==> config.mk <==
export PLATFORM = sky130hd
export DESIGN_NAME = draw_player_anim
export DESIGN_NICKNAME = d
export VERILOG_FILES = /design/src/rtl/draw_player_anim.sv
export SDC_FILE = /design/constraint.sdc
export NUM_CORES = 2
export LEC_CHECK = 0
export CAP_MARGIN = 20
export CORE_ASPECT_RATIO = 1.5
export CORE_MARGIN = 3
export CORE_UTILIZATION = 41
export CTS_BUF_LIST = sky130_fd_sc_hd__clkbuf_8
export DETAILED_ROUTE_END_ITERATION = 6
export SETUP_SLACK_MARGIN = 0.05
export SLEW_MARGIN = 20
export SYNTH_ARGS = -nofsm -noshare
export SYNTH_HDL_FRONTEND = slang
export SYNTH_SLANG_ARGS = --single-unit
==> constraint.sdc <==
create_clock -name clk -period 13.4 [get_ports clk]
set_input_delay 2.68 -clock clk [delete_from_list [all_inputs] [get_ports clk]]
set_output_delay 2.68 -clock clk [all_outputs]
set_load 0.05 [all_outputs]
==> src/rtl/draw_player_anim.sv <==
// draw_player_anim: frame-synchronous player sprite overlay with a two-phase walk animation
//   clk, rst                        pixel clock, synchronous active-high reset
//   i_vcount .. i_rgb               vga timing and colour from the previous pipeline stage
//   o_vcount .. o_rgb               the same fields delayed by 2 cycles, sprite drawn over rgb
//   i_xpos_player                   sprite left column in screen pixels
//   i_ypos_player                   vertical offset added to Y_TOP
//   i_state                         player state selecting the front or side view
package state_pkg;
    typedef enum logic [2:0] {IDLE, LEFT1, LEFT2, RIGHT1, RIGHT2} state_t;
endpackage

module draw_player_anim
    import state_pkg::*;
#(
    parameter int          W           = 40,
    parameter int          H           = 90,
    parameter int          Y_TOP       = 410,
    parameter logic [11:0] BODY_RGB    = 12'hF00,
    parameter logic [11:0] EYE_RGB     = 12'h0FF,
    parameter int          EYE_R2      = 30,
    parameter int          ANIM_FRAMES = 8,
    parameter int          LEG_LIFT    = 6
) (
    input  logic        clk,
    input  logic        rst,
    input  logic [11:0] i_vcount,
    input  logic        i_vsync,
    input  logic        i_vblnk,
    input  logic [11:0] i_hcount,
    input  logic        i_hsync,
    input  logic        i_hblnk,
    input  logic [11:0] i_rgb,
    input  logic [11:0] i_xpos_player,
    input  logic [11:0] i_ypos_player,
    input  state_t      i_state,
    output logic [11:0] o_vcount,
    output logic        o_vsync,
    output logic        o_vblnk,
    output logic [11:0] o_hcount,
    output logic        o_hsync,
    output logic        o_hblnk,
    output logic [11:0] o_rgb
);
    localparam int CW = ANIM_FRAMES > 1 ? $clog2(ANIM_FRAMES) : 1;

    logic          r_vblnk_d;
    logic [11:0]   r_x0;
    logic [12:0]   r_y0;
    state_t        r_st;
    logic [CW-1:0] r_cnt;
    logic          r_phase;
    logic [11:0]   r1_vcount, r1_hcount, r1_rgb;
    logic          r1_vsync, r1_vblnk, r1_hsync, r1_hblnk, r1_in_box;
    logic [12:0]   r1_lx, r1_ly;

    logic                w_vsof, w_last, w_in_box;
    logic [12:0]         w_h13, w_v13;
    logic signed [28:0]  w_dy, w_dx_l, w_dx_r;
    logic                w_eye_f, w_solid_f, w_lift, w_left, w_eye_s, w_rear, w_body_s, w_draw;
    logic [12:0]         w_ear_w, w_c0;
    logic [11:0]         w_rgb;

    assign w_vsof = i_vblnk & ~r_vblnk_d;
    assign w_last = r_cnt == CW'(ANIM_FRAMES - 1);

    // 13-bit box bounds: a sprite hanging past column/row 4095 is clipped instead of wrapping
    assign w_h13    = {1'b0, i_hcount};
    assign w_v13    = {1'b0, i_vcount};
    assign w_in_box = w_h13 >= {1'b0, r_x0} && w_h13 < {1'b0, r_x0} + 13'(W)
                   && w_v13 >= r_y0 && w_v13 < r_y0 + 13'(H);

    // front view: two round eyes, body block, stepped ears, two legs (left one liftable)
    assign w_dy      = $signed({16'b0, r1_ly}) - 29'sd30;
    assign w_dx_l    = $signed({16'b0, r1_lx}) - 29'sd10;
    assign w_dx_r    = $signed({16'b0, r1_lx}) - $signed(29'(W - 13));
    assign w_eye_f   = (w_dy * w_dy + w_dx_l * w_dx_l <= $signed(29'(EYE_R2)))
                    || (w_dy * w_dy + w_dx_r * w_dx_r <= $signed(29'(EYE_R2)));
    assign w_ear_w   = r1_ly >= 13'd5 ? 13'd15 : 13'd10;
    assign w_lift    = r_phase && r_st != IDLE && r1_ly >= 13'(H - LEG_LIFT);
    assign w_solid_f = (r1_ly >= 13'd10 && r1_ly < 13'(H - 20))
                    || (r1_ly < 13'd10 && (r1_lx < w_ear_w || r1_lx >= 13'(W) - w_ear_w))
                    || (r1_ly >= 13'(H - 20) && ((r1_lx < 13'd15 && !w_lift) || r1_lx >= 13'(W - 15)));

    // side view: body/legs span W-15 columns starting at w_c0; the rear leg half is the one
    // away from the facing edge and is the one shortened on phase 1
    assign w_left   = r_st == LEFT2;
    assign w_c0     = w_left ? 13'd5 : 13'd0;
    assign w_eye_s  = r1_ly >= 13'd20 && r1_ly < 13'd40
                   && (w_left ? r1_lx < 13'd5 : (r1_lx >= 13'(W - 15) && r1_lx <= 13'(W - 11)));
    assign w_rear   = w_left ? r1_lx >= w_c0 + 13'((W - 15) / 2) : r1_lx < w_c0 + 13'((W - 15) / 2);
    assign w_body_s = r1_lx >= w_c0 && r1_lx <= w_c0 + 13'(W - 16)
                   && !(r_phase && w_rear && r1_ly >= 13'(H - LEG_LIFT));

    assign w_draw = r1_in_box && !(r1_hblnk || r1_vblnk);

    always_comb begin
        w_rgb = r1_rgb;
        if (w_draw && (r_st == IDLE || r_st == LEFT1 || r_st == RIGHT1))
            w_rgb = w_eye_f ? EYE_RGB : w_solid_f ? BODY_RGB : r1_rgb;
        else if (w_draw)
            w_rgb = w_eye_s ? EYE_RGB : w_body_s ? BODY_RGB : r1_rgb;
    end

    // shadow position/state and animation only move at the start of vertical blanking
    always_ff @(posedge clk) begin
        if (rst) begin
            r_vblnk_d <= 1'b0;
            r_x0      <= '0;
            r_y0      <= '0;
            r_st      <= IDLE;
            r_cnt     <= '0;
            r_phase   <= 1'b0;
        end else begin
            r_vblnk_d <= i_vblnk;
            if (w_vsof) begin
                r_x0    <= i_xpos_player;
                r_y0    <= 13'(Y_TOP) + {1'b0, i_ypos_player};
                r_st    <= i_state;
                r_cnt   <= (i_state == IDLE || w_last) ? '0 : r_cnt + 1'b1;
                r_phase <= (i_state == IDLE) ? 1'b0 : r_phase ^ w_last;
            end
        end
    end

    always_ff @(posedge clk) begin
        if (rst) begin
            r1_vcount <= '0;
            r1_vsync  <= 1'b0;
            r1_vblnk  <= 1'b0;
            r1_hcount <= '0;
            r1_hsync  <= 1'b0;
            r1_hblnk  <= 1'b0;
            r1_rgb    <= '0;
            r1_in_box <= 1'b0;
            r1_lx     <= '0;
            r1_ly     <= '0;
            o_vcount  <= '0;
            o_vsync   <= 1'b0;
            o_vblnk   <= 1'b0;
            o_hcount  <= '0;
            o_hsync   <= 1'b0;
            o_hblnk   <= 1'b0;
            o_rgb     <= '0;
        end else begin
            r1_vcount <= i_vcount;
            r1_vsync  <= i_vsync;
            r1_vblnk  <= i_vblnk;
            r1_hcount <= i_hcount;
            r1_hsync  <= i_hsync;
            r1_hblnk  <= i_hblnk;
            r1_rgb    <= i_rgb;
            r1_in_box <= w_in_box;
            r1_lx     <= w_h13 - {1'b0, r_x0};
            r1_ly     <= w_v13 - r_y0;
            o_vcount  <= r1_vcount;
            o_vsync   <= r1_vsync;
            o_vblnk   <= r1_vblnk;
            o_hcount  <= r1_hcount;
            o_hsync   <= r1_hsync;
            o_hblnk   <= r1_hblnk;
            o_rgb     <= w_rgb;
        end
    end
endmodule

==> impl_metrics.yaml <==
run_status:
  status: "finished, final reports clean"
route:
  first_pass_iters: 5
  drt-vias-per-instance: 4.92
  routedWlPerCell_um: 17.2
  drt_iter0_drc: 998
  dr_total_vias: 22842
  ant_nets: 0
  finalWirelength_mm: 79.7
  drc: 0
yosys:
  syn_inst: 3419
  yosys-top-cells-count: "inv_1 (913), fa_1 (617), ha_1 (308), nand2_1 (267), nor2_1 (227)"
  synth_compound_gate_area_share: 0.0860
  ys_types: 88
  syn_area_per_cell_sq_um: 8.96
  synth_top_family_by_area: "adder cells"
  synth-seq-area-share: 0.0908
  netlist.area_leader.share: 0.403
  yosysTopAreaCell: "fa_1"
  synth_mux_area_frac: 0.00286
  yosys_warnings: 0
  ys_async_sr_fraction: 0
  syn_area_sq_um: 30600
  synth-edff-count: 0
  synthAdderAreaFrac: 0.529
  yosysMostFrequentCell: "inv_1"
  synth-seq-cells: 139
  ys.flop_type: "dfxtp_1"
  yosys-top-cells-area: "fa_1 (40%), ha_1 (13%), inv_1 (11%)"
  synthSimpleGateAreaFrac: 0.124
  synth_xor_area_frac: 0.0439
grt:
  use_met3: 0.0164
  grt-ovfl-total: 0
  antenna_found_initial: 1
  grt_use_total: 0.209
  grt_util_met1: 0.225
  grt_start_max_net_pins: 80
  grt_pass1_vias: 24640
  grtUsageMet2: 0.413
  grt_pass1_wl_mm: 129
  grt_busiest_layer: "met2"
timing:
  setup_viol: 0
  worstMarginPinSlew_ns: 1.02
  fin_crit_sh: 0.965
  period_minus_slack_ns: 12.93
  setup_tns_ns: 0
  timing.fmax_ghz: 0.0773
  slew_headroom: 0.318
  finalMaxSlewViolations: 0
  skew_ns: 0.0170
  rsz0062_at_grt: "true"
  hold_viol: 0
floorplanning:
  io_pins: 109
  die_x_um: 229
  chipHeight_um: 341
  core_area_sq_um: 73900
  start_util: 0.415
  core.rowCount: 122
  die_area_sq_um: 78100
setup_path:
  max_stage_delay_ns: 0.58
  cp_max_fo: 8
  required_ns: 13.81
  start_kind: "flip-flop"
  end_kind: "flip-flop"
  path_class: "reg2reg"
  cp.arrival_ns: 13.34
  crit_top_cell: "fa_1"
  cp_slowest_cell: "fa_1"
cells_and_area:
  drive_gt1_frac: 0.0904
  final.fill_count: 7327
  fin_nets: 4632
  synthToLayoutAreaGrowth_pct: 14.0
placement:
  gp_congestion: 0.944
  detailed_place_hpwl_mm: 69.8
  portBuffers: 108
clock_tree:
  cts-buffers-inserted: 17
  clkSinkCount: 139
  cts_buffer_depth: 2
  cts_max_level: 4
  cts_tree: "yes"
  root_buffer: "clkbuf_8"
  clk_pin_slew_ns: 0.09
  clkLatencyLatePin_ns: 0.47
worst_hold_path:
  hold_class: "reg2reg"
job:
  drv_cap: 0
-- worst max-delay path, delay by kind of cell, from the launching register on --
kind / cells / cell delay [ns]
compound gates: 15 / 3.12
flops: 1 / 0.32
buf+inv: 9 / 0.89
simple gates: 11 / 1.97
fa+ha+maj: 14 / 6.57
-- registers in the layout (all words and copies together), names as in the netlist, 3 cells and up --
name / flops
r1_lx: 13
r1_ly: 13
r_y0: 13
o_hcount: 12
o_rgb: 12
o_vcount: 12
r1_hcount: 12
r1_rgb: 12
r1_vcount: 12
r_x0: 12
r_cnt: 3
r_st: 3
-- metal layers --
| metal | wire (um) | vias to the layer above |
|---|---|---|
| li1 | - | 10825 |
| met1 | 28400 | 11389 |
| met2 | 45100 | 461 |
| met3 | 2430 | 167 |
| met4 | 3790 | 0 |
| met5 | 0 | - |
-- metrics by stage --
step / hold slack (ns) / setup slack, ns / cell area [sq um] / cells / utilization
finish: 0.433 / 0.468 / 34900 / 4644 / 0.473
CTS: 0.438 / 0.0502 / 34300 / 4634 / 0.465
global route: 0.450 / -0.0309 / 34900 / 4644 / 0.473
detailed placement: 0.422 / -0.468 / 33800 / 4601 / 0.458
floorplan: 0.414 / 0.360 / 30700 / 3426 / -
global placement: 0.416 / -0.357 / 33800 / 4601 / 0.458
-- final timing paths --
kind / slack (ns) / end / startpoint / depth (start not counted)
setup / recovery: 0.47 / o_rgb[5] / r1_ly[10] / 49
setup reg to reg: 0.47 / o_rgb[5] / r1_ly[10] / 49
hold reg to reg: 0.43 / o_rgb[10] / r1_rgb[10] / 2
hold / removal: 0.43 / o_rgb[10] / r1_rgb[10] / 2
-- kinds of logic (layout without fill, tap and decap cells) --
kind of cell,count (synthesis),after routing
other,2,10
AOI/OAI and AO/OA,396,396
buffers and inverters,1001,1226
xor gates and xnor gates,149,149
DFF,139,139
muxes,8,8
adders and majority gates,925,925
and+or+nand+nor,799,799
-- timing repair --
action,4_1_cts,5_1_grt
endpoints found under the setup margin,12,12
buffers inserted,1,9
gates resized for setup,28,116
pin swaps,6,69
hold buffers,0,0
-- placed cells by master, fill, tap and decap left out, types with 11 or more instances in the layout --
cell type          n
o21a_1            33
clkdlybuf4s50_1  107
xnor2_1           88
nor2_2            13
nor2_1           209
o31ai_1           16
fa_1             614
xor2_1            51
clkbuf_8          17
and3_1            16
a211o_1           12
nand4_1           13
o21ai_0           64
nand2_1          262
dfxtp_1          136
nor3_1            44
nand2b_1          39
buf_4            149
clkinv_1          13
nand3_1           22
a31oi_1           13
a21oi_1          104
a21o_1            31
ha_1             294
inv_2             14
a211oi_1          13
inv_1            899
and2_1            11
nor2b_1           84
-- area by class of cell --
type                    count  area (sq um)  area share
multi-input cells        2286         24700       0.707
inverters                 929          3490       0.100
flip-flops and latches    139          2790      0.0799
repair buffers            265          2310      0.0661
well taps                 992          1240      0.0355
clock buffers              17           234     0.00670
clock inverters            15           160     0.00459
diodes                      1          2.50   0.0000717
Power is not shown: default switching activity piles up to over one toggle a cycle in this logic, so the estimate is an artifact.
